==> src/rtl/idwt4db_pkg.sv <==
// idwt4db_pkg: shared constants for the one-level Daubechies-4 synthesis bank.
//   - default sample/coefficient/accumulator widths
//   - Q8 synthesis filters G0 (lowpass) and G1 (highpass)
//   - FSM state encoding
package idwt4db_pkg;

    localparam int W_DFLT  = 16;
    localparam int CW_DFLT = 10;
    localparam int AW_DFLT = W_DFLT + CW_DFLT + 2;

    localparam int Q8 = 8;

    // Synthesis lowpass G0 (Q8)
    localparam int G0_0 = 124;
    localparam int G0_1 = 214;
    localparam int G0_2 = 57;
    localparam int G0_3 = -33;

    // Synthesis highpass G1 = {G0[3], -G0[2], G0[1], -G0[0]}
    localparam int G1_0 = G0_3;
    localparam int G1_1 = -G0_2;
    localparam int G1_2 = G0_1;
    localparam int G1_3 = -G0_0;

    typedef enum logic {
        S_WAIT = 1'b0,
        S_ODD  = 1'b1
    } state_e;

endpackage

==> src/rtl/idwt4db_sat.sv <==
// idwt4db_sat: rescale a Q8 accumulator to sample width.
//   acc_i : signed AW-bit accumulator
//   y_o   : signed W-bit result = acc_i >>> 8, saturated (SAT=1) or wrapped (SAT=0)
module idwt4db_sat
    import idwt4db_pkg::*;
#(
    parameter int W   = W_DFLT,
    parameter int AW  = AW_DFLT,
    parameter bit SAT = 1'b1
) (
    input  logic signed [AW-1:0] acc_i,
    output logic signed [W-1:0]  y_o
);

    logic signed [AW-1:0] shifted;
    logic                 ovf;

    always_comb begin
        shifted = acc_i >>> Q8;
        // Fits in W bits only when every bit above the W-bit sign matches it.
        ovf     = (shifted[AW-1:W-1] != {(AW-W+1){shifted[AW-1]}});
        y_o     = shifted[W-1:0];
        if (SAT && ovf) begin
            y_o = shifted[AW-1] ? {1'b1, {(W-1){1'b0}}} : {1'b0, {(W-1){1'b1}}};
        end
    end

endmodule

==> src/rtl/idwt4db.sv <==
// idwt4db: one-level Daubechies-4 inverse DWT (synthesis) filter bank.
// Accepts one (a, d) pair per 2 cycles and emits an even then an odd sample.
//   clk      : clock, rising edge
//   rst      : asynchronous reset, active-low
//   in_valid : a/d pair present
//   in_ready : block can accept a pair (high in S_WAIT)
//   a, d     : approximation / detail samples, signed W bits
//   clear    : synchronous history flush, drops any pair presented with it
//   y        : reconstructed sample, registered
//   y_valid  : y updated this cycle, registered
//   y_odd    : 1 = y is the odd-phase sample, registered
module idwt4db
    import idwt4db_pkg::*;
#(
    parameter int W   = W_DFLT,
    parameter int CW  = CW_DFLT,
    parameter bit SAT = 1'b1
) (
    input  logic                clk,
    input  logic                rst,
    input  logic                in_valid,
    output logic                in_ready,
    input  logic signed [W-1:0] a,
    input  logic signed [W-1:0] d,
    input  logic                clear,
    output logic signed [W-1:0] y,
    output logic                y_valid,
    output logic                y_odd
);

    localparam int AW = W + CW + 2;

    localparam logic signed [AW-1:0] K_G0_0 = AW'(G0_0);
    localparam logic signed [AW-1:0] K_G0_1 = AW'(G0_1);
    localparam logic signed [AW-1:0] K_G0_2 = AW'(G0_2);
    localparam logic signed [AW-1:0] K_G0_3 = AW'(G0_3);
    localparam logic signed [AW-1:0] K_G1_0 = AW'(G1_0);
    localparam logic signed [AW-1:0] K_G1_1 = AW'(G1_1);
    localparam logic signed [AW-1:0] K_G1_2 = AW'(G1_2);
    localparam logic signed [AW-1:0] K_G1_3 = AW'(G1_3);

    state_e state_q, state_d;

    logic signed [W-1:0] a_cur_q, a_cur_d, d_cur_q, d_cur_d;
    logic signed [W-1:0] a_prev_q, a_prev_d, d_prev_q, d_prev_d;
    logic signed [W-1:0] y_q, y_d;
    logic                y_valid_q, y_valid_d;
    logic                y_odd_q, y_odd_d;

    logic signed [AW-1:0] a_x, d_x, ac_x, dc_x, ap_x, dp_x;
    logic signed [AW-1:0] acc_e, acc_o, acc_sel;
    logic signed [W-1:0]  y_sat;

    // Sign-extend operands to accumulator width so products and sums never overflow.
    always_comb begin
        a_x  = {{(AW-W){a[W-1]}}, a};
        d_x  = {{(AW-W){d[W-1]}}, d};
        ac_x = {{(AW-W){a_cur_q[W-1]}}, a_cur_q};
        dc_x = {{(AW-W){d_cur_q[W-1]}}, d_cur_q};
        ap_x = {{(AW-W){a_prev_q[W-1]}}, a_prev_q};
        dp_x = {{(AW-W){d_prev_q[W-1]}}, d_prev_q};
    end

    // Even phase uses the pair on the inputs; odd phase uses the pair latched at accept.
    always_comb begin
        acc_e   = K_G0_0 * a_x  + K_G0_2 * ap_x + K_G1_0 * d_x  + K_G1_2 * dp_x;
        acc_o   = K_G0_1 * ac_x + K_G0_3 * ap_x + K_G1_1 * dc_x + K_G1_3 * dp_x;
        acc_sel = (state_q == S_WAIT) ? acc_e : acc_o;
    end

    idwt4db_sat #(
        .W   (W),
        .AW  (AW),
        .SAT (SAT)
    ) u_sat (
        .acc_i (acc_sel),
        .y_o   (y_sat)
    );

    // State register
    always_ff @(posedge clk or negedge rst) begin
        if (!rst) begin
            state_q <= S_WAIT;
        end else begin
            state_q <= state_d;
        end
    end

    // Next-state logic
    always_comb begin
        state_d = state_q;
        if (clear) begin
            state_d = S_WAIT;
        end else begin
            case (state_q)
                S_WAIT:  if (in_valid) state_d = S_ODD;
                S_ODD:   state_d = S_WAIT;
                default: state_d = S_WAIT;
            endcase
        end
    end

    // Output / datapath next values
    always_comb begin
        in_ready  = (state_q == S_WAIT);
        a_cur_d   = a_cur_q;
        d_cur_d   = d_cur_q;
        a_prev_d  = a_prev_q;
        d_prev_d  = d_prev_q;
        y_d       = y_q;
        y_valid_d = 1'b0;
        y_odd_d   = y_odd_q;
        if (clear) begin
            a_cur_d  = '0;
            d_cur_d  = '0;
            a_prev_d = '0;
            d_prev_d = '0;
        end else begin
            case (state_q)
                S_WAIT: begin
                    if (in_valid) begin
                        y_d       = y_sat;
                        y_valid_d = 1'b1;
                        y_odd_d   = 1'b0;
                        a_cur_d   = a;
                        d_cur_d   = d;
                    end
                end
                S_ODD: begin
                    y_d       = y_sat;
                    y_valid_d = 1'b1;
                    y_odd_d   = 1'b1;
                    a_prev_d  = a_cur_q;
                    d_prev_d  = d_cur_q;
                end
                default: ;
            endcase
        end
    end

    // Datapath and output registers
    always_ff @(posedge clk or negedge rst) begin
        if (!rst) begin
            a_cur_q   <= '0;
            d_cur_q   <= '0;
            a_prev_q  <= '0;
            d_prev_q  <= '0;
            y_q       <= '0;
            y_valid_q <= 1'b0;
            y_odd_q   <= 1'b0;
        end else begin
            a_cur_q   <= a_cur_d;
            d_cur_q   <= d_cur_d;
            a_prev_q  <= a_prev_d;
            d_prev_q  <= d_prev_d;
            y_q       <= y_d;
            y_valid_q <= y_valid_d;
            y_odd_q   <= y_odd_d;
        end
    end

    assign y       = y_q;
    assign y_valid = y_valid_q;
    assign y_odd   = y_odd_q;

endmodule

==> config.mk <==
export PLATFORM = sky130hd
export DESIGN_NAME = idwt4db
export DESIGN_NICKNAME = d
export VERILOG_FILES = /design/src/rtl/idwt4db_pkg.sv /design/src/rtl/idwt4db_sat.sv /design/src/rtl/idwt4db.sv
export SDC_FILE = /design/constraint.sdc
export NUM_CORES = 1
export LEC_CHECK = 0
export CAP_MARGIN = 15
export CELL_PAD_IN_SITES_DETAIL_PLACEMENT = 0
export CELL_PAD_IN_SITES_GLOBAL_PLACEMENT = 2
export CORE_MARGIN = 4
export CORE_UTILIZATION = 44
export DETAILED_ROUTE_END_ITERATION = 8
export DONT_BUFFER_PORTS = 1
export PLACE_DENSITY = 0.91
export SYNTH_ARGS = -nofsm -noshare
export SYNTH_HDL_FRONTEND = slang
export SYNTH_HIERARCHICAL = 1
export SYNTH_SLANG_ARGS = --single-unit
==> constraint.sdc <==
create_clock -name clk -period 11 [get_ports clk]
set_input_delay 2.2 -clock clk [delete_from_list [all_inputs] [get_ports clk]]
set_output_delay 2.2 -clock clk [all_outputs]
set_load 0.05 [all_outputs]
==> results by group, run 1 <==
STA
  – Post-route setup TNS: 0 ns
  – Fmax: 93.9 MHz
  – Final WS setup: 0.345 ns
  – Final cycle utilization of the critical path: 0.969
  – Worst slew pin tran: 0.971 ns
  – Relative slew slack: 0.352
  – Layout Skew: around 0.020 ns
  – Final Hold Viols: 0
  – Min cycle time layout: 10.66 ns
  – Final setup violation count: 0
  – Max Slew Vio Count: 0

Floorplan
  – Io pins: 55
  – DIE AREA: 62,600 µm²
  – Core area: 57,900 µm²
  – Die H: 250 µm
  – Starting Density: 0.446
  – Cell Rows: 88
  – Die Wd: 250 µm

Critical path
  – Crit path DAT: roughly 11 ns
  – Most frequent CP cell: fa_1
  – CP max-delay cell: fa_1
  – Max stage delay on crit path: ~0.56 ns
  – Required @ worst endpoint: 11.27 ns
  – Critical Path Source Type: input pin
  – Critical path class: input pin to flop
  – CP max FO: 7
  – Crit end category: flop
  – R2R Setup Slk: ~0.6 ns
  – R2R depth: 38

Clock tree
  – CTS tree: done
  – Root Buffer: clkbuf_16
  – Clk sink count: 83
  – Htree depth: 3
  – Worst-skew pair later-pin latency: roughly 0.40 ns
  – CTS Hold Bufs: 0
  – Clk buf depth: 2
  – Reg clk slew, reported paths: 0.09 ns
  – Num CTS Buffers: 9

Drt
  – Antenna-violating nets left: 0
  – Vias: 17,799
  – Pre-Repair DR Iteration Count: 6
  – Total detailed-routing wirelength: 67.5 mm
  – Vias per inst: 5.05
  – DRT iter0 DRCs: 907
  – WL per Instance: ~19 µm
  – DR DRC count: 0

GRT
  – Largest net degree at the start of global routing: 84
  – Met1 Usage GRT: 0.299
  – Number of global-route vias before repair: 19,637
  – Total global routing overflow: 0
  – M2 GR Usage: 0.382
  – GRT Util Overall: 0.226
  – GR peak layer: met2
  – Met3 Usage GRT: 0.0294
  – Global-route wire length before repair: 110 mm
  – Antenna violations before repair: 0

Final layout
  – Post-layout instance count excluding filler cells: ~3,500
  – # nets final: approximately 3,700
  – Multi-input gate area: 20,500 µm²
  – Register Area: 2080 µm²
  – Fillers: about 5,500
  – Synthesis-to-finish area growth: 7.42%
  – Most frequent cells in the layout: inv_1 (840), fa_1 (487), ha_1 (422)
  – Commonest non-fill, non-tap cell in the layout: inv_1
  – Layout cell share with drive strength beyond 1: 0.0602

Logic synthesis
  – Syn Inst Count: 2,696
  – Syn nets: 3,644
  – Mapped Avg Cell Area: 9.58 µm²
  – Mapped cell area: 25,800 µm²
  – Synth warn: 6

Placement
  – Cell count after placement: 3,504
  – PortBufs: 0
  – Post-DP HPWL: a little under 60 mm
  – Worst setup slack after placement: -0.499 ns
  – GP Congestion: 0.912

Flow run
  – Max-cap viol count: 0

Status
  – Status: complete, no violations

Min path
  – Worst Hold Depth: 2
  – Min-Delay Path Class: flop to flop
==> per-stage QoR <==
stage / cell area [µm²] / hold WS, ns / utilization
floorplan: 25800 / 0.487 / -
global placement: 27200 / 0.511 / 0.470
detailed placement: 27200 / 0.521 / 0.470
CTS: 27600 / 0.543 / 0.476
global route: 27700 / 0.577 / 0.479
finish: 27700 / 0.541 / 0.479
==> flip-flops by register name (all words and copies together), names as in the netlist <==
register,count
y_valid,1
y_odd,1
a_prev_q,16
a_cur_q,16
d_cur_q,16
state_q,1
y,16
d_prev_q,16
==> cell type report <==
cell class	count	share of cell area
repair buffers	84	0.0250
inverters	847	0.115
flip-flops and latches	83	0.0749
well taps	765	0.0345
clock inverters	5	0.00131
clock buffers	11	0.00911
diodes	1	0.0000902
multi-input cells	1729	0.740
==> critical path: cells and delay by family <==
kind / cells / cell delay (ns)
buffers and inverters: 11 / 1.00
multiplexers: 1 / 0.09
adder cells (fa/ha/maj): 11 / 5.04
AO/OA/AOI/OAI: 9 / 1.69
XOR/XNOR: 2 / 0.31
AND/OR/NAND/NOR: 5 / 0.59
==> worst paths after layout <==
| check | startpoint | end |
|---|---|---|
| hold reg to reg | a_prev_q[9] | a_prev_q[9] |
| hold / removal | a_prev_q[9] | a_prev_q[9] |
| min in group asynchronous | rst | d_prev_q[8] |
| max in group asynchronous | rst | a_cur_q[15] |
| setup reg to reg | a_cur_q[0] | y[3] |
| setup / recovery | a[5] | y[5] |
==> per-layer routing <==
| metal | part of all wire | up-vias |
|---|---|---|
| met5 | 0 | - |
| met4 | 0.042 | 0 |
| met3 | 0.037 | 90 |
| met2 | 0.48 | 305 |
| met1 | 0.44 | 9017 |
| li1 | - | 8387 |
==> repair_timing <==
action | CTS | global route
pin swaps | 0 | 31
cloned | 0 | 2
setup buffers | 0 | 2
resized for setup | 3 | 36
setup endpoints to repair | 15 | 15
endpoints found under the hold margin | 0 | 0
Power of run 1 is left out: the tool's default activity adds up to more than one toggle a clock period on the data nets, which glitch-free logic cannot reach.
==> run 2: changes to the inputs <==
--- a/config.mk
+++ b/config.mk
@@ -8,6 +8,7 @@
 export CAP_MARGIN = 15
 export CELL_PAD_IN_SITES_DETAIL_PLACEMENT = 0
 export CELL_PAD_IN_SITES_GLOBAL_PLACEMENT = 2
+export CORE_ASPECT_RATIO = 0.8
 export CORE_MARGIN = 4
 export CORE_UTILIZATION = 44
 export DETAILED_ROUTE_END_ITERATION = 8
==> constraint.sdc (replaced) <==
create_clock -name clk -period 11 [get_ports clk]
set_input_delay 2.2 -clock clk [delete_from_list [all_inputs] [get_ports clk]]
set_output_delay 2.2 -clock clk [all_outputs]
set_load 0.005 [all_outputs]
==> results by group, run 2 (synthesis results as in run 1) <==
Status
  – Status: complete, no violations

Drt
  – WL per Instance: 20.1 µm (+5.1%)
  – Pre-Repair DR Iteration Count: 5 (-1)
  – DR DRC count: 0 (unchanged)
  – Antenna-violating nets left: 0 (unchanged)
  – Vias per inst: 5.10 (+0.92%)
  – DRT iter0 DRCs: 1,007 (+11%)
  – Vias: 17,891 (+0.52%)
  – Total detailed-routing wirelength: 70.7 mm (+4.7%)

Flow run
  – Max-cap viol count: 0 (unchanged)

Final layout
  – Synthesis-to-finish area growth: 6.74%
  – Fillers: 5,542 (+0.53%)
  – # nets final: 3,685 (-0.46%)
  – Diode count: 0 (-1)
  – Layout cell share with drive strength beyond 1: 0.0485 (-0.0117)
  – Most frequent cells in the layout: inv_1 (846), fa_1 (488), ha_1 (422)
  – Fin util: 0.474 (-0.00473)
  – Commonest non-fill, non-tap cell in the layout: inv_1

Clock tree
  – CTS Hold Bufs: 0 (unchanged)
  – Htree depth: 3 (unchanged)
  – Num CTS Buffers: 9 (unchanged)
  – Post-CTS Setup Inserts: 0 (unchanged)
  – Clk sink count: 83 (unchanged)
  – Clk buf depth: 2 (unchanged)
  – Reg clk slew, reported paths: 0.07 ns (-0.02 ns)
  – Root Buffer: clkbuf_16
  – Worst-skew pair later-pin latency: 0.40 ns (about the same)
  – CTS tree: done

STA
  – Final setup violation count: 0 (unchanged)
  – Max Slew Vio Count: 0 (unchanged)
  – Fmax: 94.0 MHz (+0.11%)
  – Layout Skew: 0.0206 ns (+0.000750 ns)
  – Final WS setup: 0.356 ns (+0.0115 ns)
  – Post-route setup TNS: 0 ns (unchanged)
  – Worst slew pin tran: 1.05 ns (+0.0805 ns)
  – Min cycle time layout: 10.64 ns (-0.0115 ns)
  – Final Hold Viols: 0 (unchanged)
  – Relative slew slack: 0.299 (-0.0529)
  – Final cycle utilization of the critical path: 0.968 (-0.00105)
  – RSZ-0062 raised after global routing: no

Min path
  – Worst Hold Depth: 2 (unchanged)
  – Min-Delay Path Class: flop to flop

GRT
  – Global-route wire length before repair: 114 mm (+3.6%)
  – GRT Util Overall: 0.238 (+0.0116)
  – Largest net degree at the start of global routing: 84 (unchanged)
  – Antenna violations before repair: 0 (unchanged)
  – Number of global-route vias before repair: 19,783 (+0.74%)
  – Total global routing overflow: 0 (unchanged)

Floorplan
  – DIE AREA: 62,600 µm² (about the same)
  – Core area: 58,100 µm² (+0.35%)
  – Starting Density: 0.444 (-0.00157)
  – Cell Rows: 79 (-10%)
  – Io pins: 55 (unchanged)
  – Die Wd: 279 µm (+11%)
  – Die H: 225 µm (-10%)

Critical path
  – Crit path DAT: 10.92 ns (about the same)
  – Required @ worst endpoint: 11.28 ns (about the same)
  – CP max FO: 7 (unchanged)
  – CP max-delay cell: fa_1
  – Critical path class: input pin to flop
  – Critical Path Source Type: input pin
  – Max stage delay on crit path: 0.54 ns (-0.02 ns)
  – Most frequent CP cell: fa_1
  – R2R depth: 36 (-5.3%)
  – Crit end category: flop

Placement
  – GP Congestion: 0.911 (about the same)
  – Worst setup slack after placement: -0.238 ns (+0.261 ns)
  – PortBufs: 0 (unchanged)
  – Post-DP HPWL: 61.0 mm (+5.2%)
run 2: cell types whose count changed in the layout (fill, tap and decap cells not counted), sizes merged:
cell	delta
bufinv	+2
clkbuf	-1
diode	-1
buf	-17
clkinvlp	+2
inv	-1
clkinv	-2
run 2: final timing paths:
check / from / to / slack, ns
max in group asynchronous: rst / a_cur_q[5] / 9.26
max: a[3] / y[4] / 0.36
min: y[9] / y[9] / 0.51
min reg2reg: y[9] / y[9] / 0.51
max reg2reg: a_cur_q[1] / y[3] / 0.56
min in group asynchronous: rst / y[13] / 1.49
run 2: area by class of cell:
type / count / area (µm²) / area share
Multi-Input combinational cell: 1729 / 20400 / 0.742
Sequential cell: 83 / 2080 / 0.0754
Tap cell: 769 / 962 / 0.0349
Inverter: 847 / 3180 / 0.115
Clock buffer: 10 / 239 / 0.00867
Clock inverter: 6 / 88.8 / 0.00322
Timing Repair Buffer: 67 / 571 / 0.0207
run 2: critical path: cells and delay by family:
kind	cells	cell delay, ns
compound gates	8	1.63
xor+xnor	2	0.34
fa+ha+maj	11	5.08
buf+inv	10	1.10
mux	1	0.11
simple gates	4	0.44
run 2: repair_timing:
action                     in CTS  in global routing
setup endpoints to repair       0                 15
hold endpoints to repair        0                  0
gates resized for setup         0                 14
run 2: stage by stage:
step | instances | hold WS (ns) | area (µm²)
finish | 3511 | 0.505 | 27600
global route | 3511 | 0.531 | 27600
CTS | 3510 | 0.514 | 27500
detailed placement | 3494 | 0.495 | 27100
global placement | 3494 | 0.503 | 27100
floorplan | 2696 | 0.470 | 25800
run 2: metal layers:
layer	share of wire	vias to the layer above	GRT usage
met4	0.021	0	0.0518
met3	0.073	68	0.0623
met1	0.47	9027	0.339
li1	-	8348	-
met2	0.44	448	0.369
met5	0	-	0
Power of run 2 is left out for the same reason.
